**src/rtl/line_buffer_scheduler.sv**
```systemverilog
// Ring scheduler for the HDMI-input line buffer: picks the write block, commits finished rows to readout, drops rows when the ring is full.
// Optional LINE_BUFFER_DROP_COUNT_EN adds O_drop_count, a per-frame saturating count of dropped rows.
module line_buffer_scheduler #(
    parameter int BLOCK_COUNT = 2,
    parameter int MAX_HEIGHT  = 1080
) (
    input  logic                           I_rgb_clk,
    input  logic                           I_rst_n,
    input  logic                           I_swap_trigger,
    input  logic                           I_vs_detected,
    input  logic                           I_image_valid,
    input  logic                           I_read_start,
    input  logic                           I_read_done,
    output logic [$clog2(BLOCK_COUNT)-1:0] O_write_block,
    output logic [$clog2(BLOCK_COUNT)-1:0] O_read_block,
    output logic                           O_read_valid,
    output logic                           O_read_first_row,
    output logic [$clog2(MAX_HEIGHT)-1:0]  O_row_index,
    output logic                           O_overflow
`ifdef LINE_BUFFER_DROP_COUNT_EN
    ,
    output logic [15:0]                    O_drop_count
`endif
);
    localparam int BW = $clog2(BLOCK_COUNT);
    localparam int RW = $clog2(MAX_HEIGHT);
    localparam int CW = BW + 1;
    localparam logic [BW-1:0] LAST_BLK   = BW'(BLOCK_COUNT - 1);
    localparam logic [CW-1:0] MAX_COMMIT = CW'(BLOCK_COUNT - 1);
    localparam logic [RW-1:0] LAST_ROW   = RW'(MAX_HEIGHT - 1);

    logic [BW-1:0]                  wp_q, wp_d, rp_q, rp_d;
    logic [CW-1:0]                  committed_q, committed_d, committed_a;
    logic                           reading_q, reading_d, reading_a;
    logic [RW-1:0]                  rc_q, rc_d;
    logic [BLOCK_COUNT-1:0]         first_q, first_d;
    logic [BLOCK_COUNT-1:0][RW-1:0] row_q, row_d;
    logic                           valid_q, valid_d;
    logic                           rd_first_q, rd_first_d;
    logic [RW-1:0]                  rd_row_q, rd_row_d;
    logic                           ov_q, ov_d;
    logic                           done_eff, start_eff, commit, next_free;

    always_comb begin
        // A same-cycle done is retired first so both the free check and a
        // back-to-back start see the released block.
        done_eff    = I_read_done & reading_q;
        reading_a   = reading_q & ~done_eff;
        committed_a = committed_q - CW'(done_eff);
        start_eff   = I_read_start & ~reading_a & (committed_a != '0);
        next_free   = committed_a < MAX_COMMIT;
        commit      = I_swap_trigger & I_image_valid & next_free;
        ov_d        = I_swap_trigger & I_image_valid & ~next_free;

        rc_d = rc_q;
        if (I_swap_trigger) begin
            if (I_vs_detected) begin
                rc_d = RW'(1);
            end else if (rc_q != LAST_ROW) begin
                rc_d = rc_q + RW'(1);
            end
        end

        first_d = first_q;
        row_d   = row_q;
        wp_d    = wp_q;
        if (commit) begin
            first_d[wp_q] = I_vs_detected;
            row_d[wp_q]   = I_vs_detected ? '0 : rc_q;
            wp_d          = (wp_q == LAST_BLK) ? '0 : wp_q + BW'(1);
        end

        rp_d = rp_q;
        if (start_eff) begin
            rp_d = (rp_q == LAST_BLK) ? '0 : rp_q + BW'(1);
        end

        reading_d   = reading_a | start_eff;
        committed_d = committed_a + CW'(commit);
        valid_d     = committed_d > CW'(reading_d);
        rd_first_d  = first_d[rp_d];
        rd_row_d    = row_d[rp_d];
    end

    always_ff @(posedge I_rgb_clk or negedge I_rst_n) begin
        if (!I_rst_n) begin
            wp_q        <= '0;
            rp_q        <= '0;
            committed_q <= '0;
            reading_q   <= 1'b0;
            rc_q        <= '0;
            first_q     <= '0;
            row_q       <= '0;
            valid_q     <= 1'b0;
            rd_first_q  <= 1'b0;
            rd_row_q    <= '0;
            ov_q        <= 1'b0;
        end else begin
            wp_q        <= wp_d;
            rp_q        <= rp_d;
            committed_q <= committed_d;
            reading_q   <= reading_d;
            rc_q        <= rc_d;
            first_q     <= first_d;
            row_q       <= row_d;
            valid_q     <= valid_d;
            rd_first_q  <= rd_first_d;
            rd_row_q    <= rd_row_d;
            ov_q        <= ov_d;
        end
    end

    assign O_write_block    = wp_q;
    assign O_read_block     = rp_q;
    assign O_read_valid     = valid_q;
    assign O_read_first_row = rd_first_q;
    assign O_row_index      = rd_row_q;
    assign O_overflow       = ov_q;

`ifdef LINE_BUFFER_DROP_COUNT_EN
    logic [15:0] drop_cnt_q, drop_cnt_d;

    // Counts alongside the overflow decision so it lands with the pulse; frame clear wins.
    always_comb begin
        drop_cnt_d = drop_cnt_q;
        if (I_swap_trigger && I_vs_detected) begin
            drop_cnt_d = '0;
        end else if (ov_d && drop_cnt_q != 16'hFFFF) begin
            drop_cnt_d = drop_cnt_q + 16'd1;
        end
    end

    always_ff @(posedge I_rgb_clk or negedge I_rst_n) begin
        if (!I_rst_n) begin
            drop_cnt_q <= '0;
        end else begin
            drop_cnt_q <= drop_cnt_d;
        end
    end

    assign O_drop_count = drop_cnt_q;
`endif

endmodule

```
**config.mk**
```make
export PLATFORM = sky130hd
export DESIGN_NAME = line_buffer_scheduler
export DESIGN_NICKNAME = d
export VERILOG_FILES = /design/src/rtl/line_buffer_scheduler.sv
export SDC_FILE = /design/constraint.sdc
export NUM_CORES = 1
export LEC_CHECK = 0
export CAP_MARGIN = 20
export CORE_ASPECT_RATIO = 0.7
export CORE_MARGIN = 2
export CORE_UTILIZATION = 25
export CTS_BUF_LIST = sky130_fd_sc_hd__clkbuf_2 sky130_fd_sc_hd__clkbuf_4 sky130_fd_sc_hd__clkbuf_8
export DETAILED_ROUTE_END_ITERATION = 16
export GPL_TIMING_DRIVEN = 0
export SYNTH_ARGS = -nofsm -noshare
export SYNTH_HDL_FRONTEND = slang
export SYNTH_SLANG_ARGS = --single-unit
```
**constraint.sdc**
```tcl
create_clock -name I_rgb_clk -period 2 [get_ports I_rgb_clk]
set_input_delay 0.3 -clock I_rgb_clk [delete_from_list [all_inputs] [get_ports I_rgb_clk]]
set_output_delay 0.3 -clock I_rgb_clk [all_outputs]
set_load 0.01 [all_outputs]
```
# ---- Word-level counts from Yosys, hierarchy flattened
# Cells that the tools add are included.
dict set report totals {
  register_bits 54
  output_inout_bits 16
  elab_cells 56
}
dict set report op_classes {
  add_sub_neg 5
  order_cmp 5
  n_eq_ne 1
  muxes 18
  bitwise_logic 11
  n_reduce_logical 4
}
# operator count
set op_table {}
lappend op_table {{$mux W11} 6}
lappend op_table {{$bwmux W22} 1}
lappend op_table {{$mux W22} 1}
lappend op_table {{$add A11 B1 Y11 const B} 1}
lappend op_table {{$demux W11 S1} 1}
lappend op_table {{$ne A11 B11 Y1 const B} 1}
lappend op_table {{$and A1 B1 Y1} 7}
lappend op_table {{$mux W1} 6}
lappend op_table {{$lt A1 B2 Y1 const B} 2}
lappend op_table {{$reduce_bool A2 Y1} 2}
lappend op_table {{$not A1 Y1} 3}
lappend op_table {{$add A1 B1 Y1 const B} 2}
lappend op_table {{$add A2 B1 Y2} 1}
lappend op_table {{$bwmux W2} 1}
lappend op_table {{$gt A2 B1 Y1} 1}
lappend op_table {{$lt A2 B1 Y1 const B} 1}
lappend op_table {{$mux W2} 1}
lappend op_table {{$reduce_and A2 Y1} 1}
lappend op_table {{$sub A2 B1 Y2} 1}
lappend op_table {{$demux W1 S1} 1}
lappend op_table {{$ge A1 B1 Y1 const B} 1}
lappend op_table {{$logic_and A1 B1 Y1} 1}
lappend op_table {{$or A1 B1 Y1} 1}

# ---- Logic depth before layout (Yosys ltp)
dict set report logic_depth {
  depth_word 9
  ltp_mapped 7
}

# ---- Least setup slack after synthesis
# No wires, ideal clock.
dict set report synth_timing {
  path_kind {register to register}
  startpoint {register reading_q}
  endpoint {register row_q[0] (netlist bit)}
  setup_ps 128
  t_arrival_ps 1850
  required_time_ps 1872
  slack_ps 22
  path_stages_with_launch 8
  n_path_buf 1
  synth_period_minus_slack_ps 1978
  path_cell_list {dfrtp_1 -> and2_1 -> ha_1 -> xnor2_4 -> nand2_1 -> nor2_1 -> buf_4 -> mux2_1}
}
# element line_no
set synth_rtl {}
lappend synth_rtl {{start: declaration} 34} ;# logic reading_q, reading_d, reading_a;
lappend synth_rtl {{start signal: assignment} 102} ;# reading_q <= reading_d;
lappend synth_rtl {{end signal: assignment} 105} ;# row_q <= row_d;
lappend synth_rtl {{end: declaration} 37} ;# logic [BLOCK_COUNT-1:0][RW-1:0] row_q, row_d;

==> flow_metrics.py <==
metrics = {
    "power": {
        "leakage_nw": 1.39,
        "power_density_nw_per_um2": 1280,
        "ir_worst_vdd_mv": 0.415,
    },
    "clock_network": {
        "cts_tree": "yes",
        "path_clk_slew_ps": 100,
        "cts_buffers": 5,
        "clk_latency_ps": 310,
        "root_buffer": "clkbuf_8",
        "clk_path_buf_depth": 2,
        "htreeDepth": 2,
        "clkSinkCount": 54,
        "postCtsHoldBufs": 0,
    },
    "sta": {
        "fmax_mhz": 508,
        "slew_violations": 0,
        "fin_crit_sh": 0.984,
        "slew_headroom": 0.575,
        "setup_viol": 0,
        "grt_setup_unrepaired": "yes",
        "worst_pin_slew_ps": 637,
        "min_period_ps": 1970,
        "hold_slack_ps": -11.3,
        "fin_tns_setup_ps": 0,
        "skew_ps": 5.13,
        "hold_viol_final": 9,
    },
    "floorplanning": {
        "fp-row-count": 30,
        "die-area_um2": 11100,
        "die_h_um": 88.8,
        "io_pins": 23,
        "die_x_um": 125,
        "core_region_area_um2": 9830,
        "initial_core_util": 0.261,
    },
    "outcome": {
        "status": "finished, violations left",
        "violations": "hold timing",
    },
    "yosys": {
        "avgSynthCellArea_um2": 11.0,
        "synth.yosys.seq_area_share": 0.526,
        "synthAdderAreaFrac": 0.0146,
        "synth_area_leaders": "dfrtp_1 53%, mux2_1 9.6%, nand3_1 3.3%, nor2b_1 3.2%, a31oi_1 2.9%",
        "synth_largest_area_cell": "dfrtp_1",
        "synth.top_cells.by_count": "54 x dfrtp_1, 22 x mux2_1, 17 x nand3_1, 17 x nor2_1",
        "post-synth-top-count-cell": "dfrtp_1",
        "synth_edf_count": 0,
        "yosysWarnings": 0,
        "synth.cell_area_um2": 2570,
        "ys_async_sr_fraction": 1.00,
        "synth_compound_area_frac": 0.142,
        "synth-simple-area-share": 0.153,
        "synth-xor-area-share": 0.0175,
        "ys_ff_latch": 54,
        "synth_top_area_share": 0.526,
        "synth_nets": 243,
        "synth_cell_types": 41,
        "synth_top_family_by_area": "simple AND/OR/NAND/NOR gates",
        "synth.mux.area_fraction": 0.113,
        "syn_inst": 233,
        "synth_ff_type": "dfrtp_1",
    },
    "final_layout": {
        "design_area_um2": 3220,
        "antenna_cells": 0,
        "fin_nets": 277,
        "area_growth_syn_to_layout_pct": 25.5,
        "fin_util": 0.328,
        "drive_above_1_share": 0.142,
        "fill_cells": 1013,
        "finalNonFillerCells": 396,
    },
    "placed_design": {
        "routabilityCongestion": 0.830,
        "dp.cells": 384,
        "place_area_um2": 2960,
        "io_buffers": 22,
        "hpwl_mm": 4.26,
    },
    "route": {
        "wire_per_inst_um": 15.7,
        "antenna_left": 0,
        "first_pass_iters": 5,
        "wirelength_mm": 6.23,
        "dr.first_iter.drc_count": 153,
        "drc": 0,
        "viasPerCell": 4.87,
        "via_count": 1928,
    },
    "grt": {
        "grt_pass1_vias": 1910,
        "grt_pass1_wl_mm": 9.90,
        "overflow": 0,
        "antenna_found_initial": 0,
        "grt_max_degree": 31,
        "grt_usage": 0.114,
    },
    "worst_setup_path": {
        "cpMaxStageDelayCell": "clkdlybuf4s50_1",
        "r2r-end": "row_q[6]",
        "cp-end-kind": "flip-flop",
        "crit_required_ps": 2200,
        "r2r_start": "reading_q",
        "path_class": "in2reg",
        "ff2ff_path_depth": 7,
        "rrSetupSlack_ps": 40,
        "cp.arrival_ps": 2170,
        "startpoint_type": "primary input",
        "crit_fanout": 6,
        "path_cells": "clkdlybuf4s50_1, and2_4, ha_4, and3_4, nand2_2, nor2_4, buf_6, mux2_1",
        "max_stage_delay_ps": 420,
        "timing.critical_path.max_delay_family": "simple AND/OR/NAND/NOR gates",
        "worst-path-buf-inv": 2,
    },
    "job": {
        "maxCapViolCount": 0,
    },
    "hold_path": {
        "hold_path_class": "in2async",
    },
}
[timing repair]
item                       CTS  global route
setup endpoints to repair   32            28
setup buffers                2             0
gates cloned                 1             1
gates resized for setup     14            16
pin swaps                    3             4
[worst register-to-register path, stage by stage, from the launching register on]
cell	delay (ps)
dfrtp_1	390
and2_4	170
ha_4	310
and3_4	220
nand2_2	110
nor2_4	170
buf_6	160
mux2_1	330
[flip-flops by register name, indices dropped and copies added (netlist names)]
register          cells
O_overflow            1
O_read_block          1
O_read_first_row      1
O_read_valid          1
O_row_index          11
O_write_block         1
committed_q           2
first_q               2
rc_q                 11
reading_q             1
row_q                22
[cell usage in the layout (no fill, tap or decap), types with 2 or more instances in the layout]
| cell type | count |
|---|---|
| o22ai_1 | 4 |
| a21oi_1 | 4 |
| clkbuf_1 | 2 |
| nor2_1 | 16 |
| nand2b_1 | 2 |
| a31oi_2 | 2 |
| buf_2 | 2 |
| xnor2_4 | 2 |
| clkdlybuf4s50_1 | 21 |
| dfrtp_1 | 54 |
| nand3_1 | 16 |
| inv_1 | 8 |
| nand2_1 | 10 |
| buf_6 | 6 |
| a31oi_1 | 10 |
| o21ai_1 | 14 |
| and3_1 | 4 |
| nand4_1 | 2 |
| and2_4 | 2 |
| buf_4 | 3 |
| ha_1 | 2 |
| xnor2_1 | 2 |
| buf_1 | 2 |
| clkbuf_8 | 5 |
| o211ai_1 | 3 |
| mux2i_1 | 3 |
| o41ai_1 | 2 |
| nor2b_1 | 13 |
| o21ai_0 | 4 |
| clkinvlp_4 | 2 |
| mux2_1 | 22 |
[worst max-delay path by stage]
stage | from | endpoint | slack, ps | cells past startpoint
after floorplan | reading_q | row_q[0] | 20 | 7
after global placement | I_rst_n | row_q[19] | -1110 | 1
after detailed placement | I_read_done | row_q[6] | -590 | 8
after CTS | I_read_done | O_row_index[10] | 20 | 8
after global routing | reading_q | row_q[1] | -20 | 7
final | I_read_done | row_q[6] | 30 | 8
[cell type report]
type | instances | area (um2) | area share
sequential | 54 | 1350 | 0.419
multi-input combinational | 160 | 1220 | 0.378
timing repair buffer | 26 | 262 | 0.0811
tap | 128 | 160 | 0.0497
buffer | 12 | 88.8 | 0.0276
clock buffer | 5 | 68.8 | 0.0213
clock inverter | 3 | 45.0 | 0.0140
inverter | 8 | 30.0 | 0.00931
[report_power, final]
part	switching, mW	internal, mW
Clock	0.386	0.373
Combinational	0.882	0.830
Sequential	0.239	1.43
[logic make-up after synthesis]
kind of cell,count (synthesis)
buf+inv,20
mux,26
compound gates,51
xor+xnor,3
fa+ha+maj,3
flops,54
simple gates,76
[per-layer routing]
layer,GRT usage,part of all wire,up-vias
met1,0.154,0.49,974
met5,0,0,-
met2,0.189,0.45,37
met3,0.0278,0.050,6
met4,0.0273,0.0085,0
li1,-,-,911
[through the flow]
step	hold slack [ps]	power, mW	worst slack [ps]
final	-11.3	4.14	32.6
after global routing	19.3	4.40	-16.6
after CTS	2.92	4.03	15.1
after detailed placement	348	3.10	-590
after global placement	467	3.03	-1110
after floorplan	4.41	2.58	22.0
Note: power is estimated with default switching activity, not from simulation.
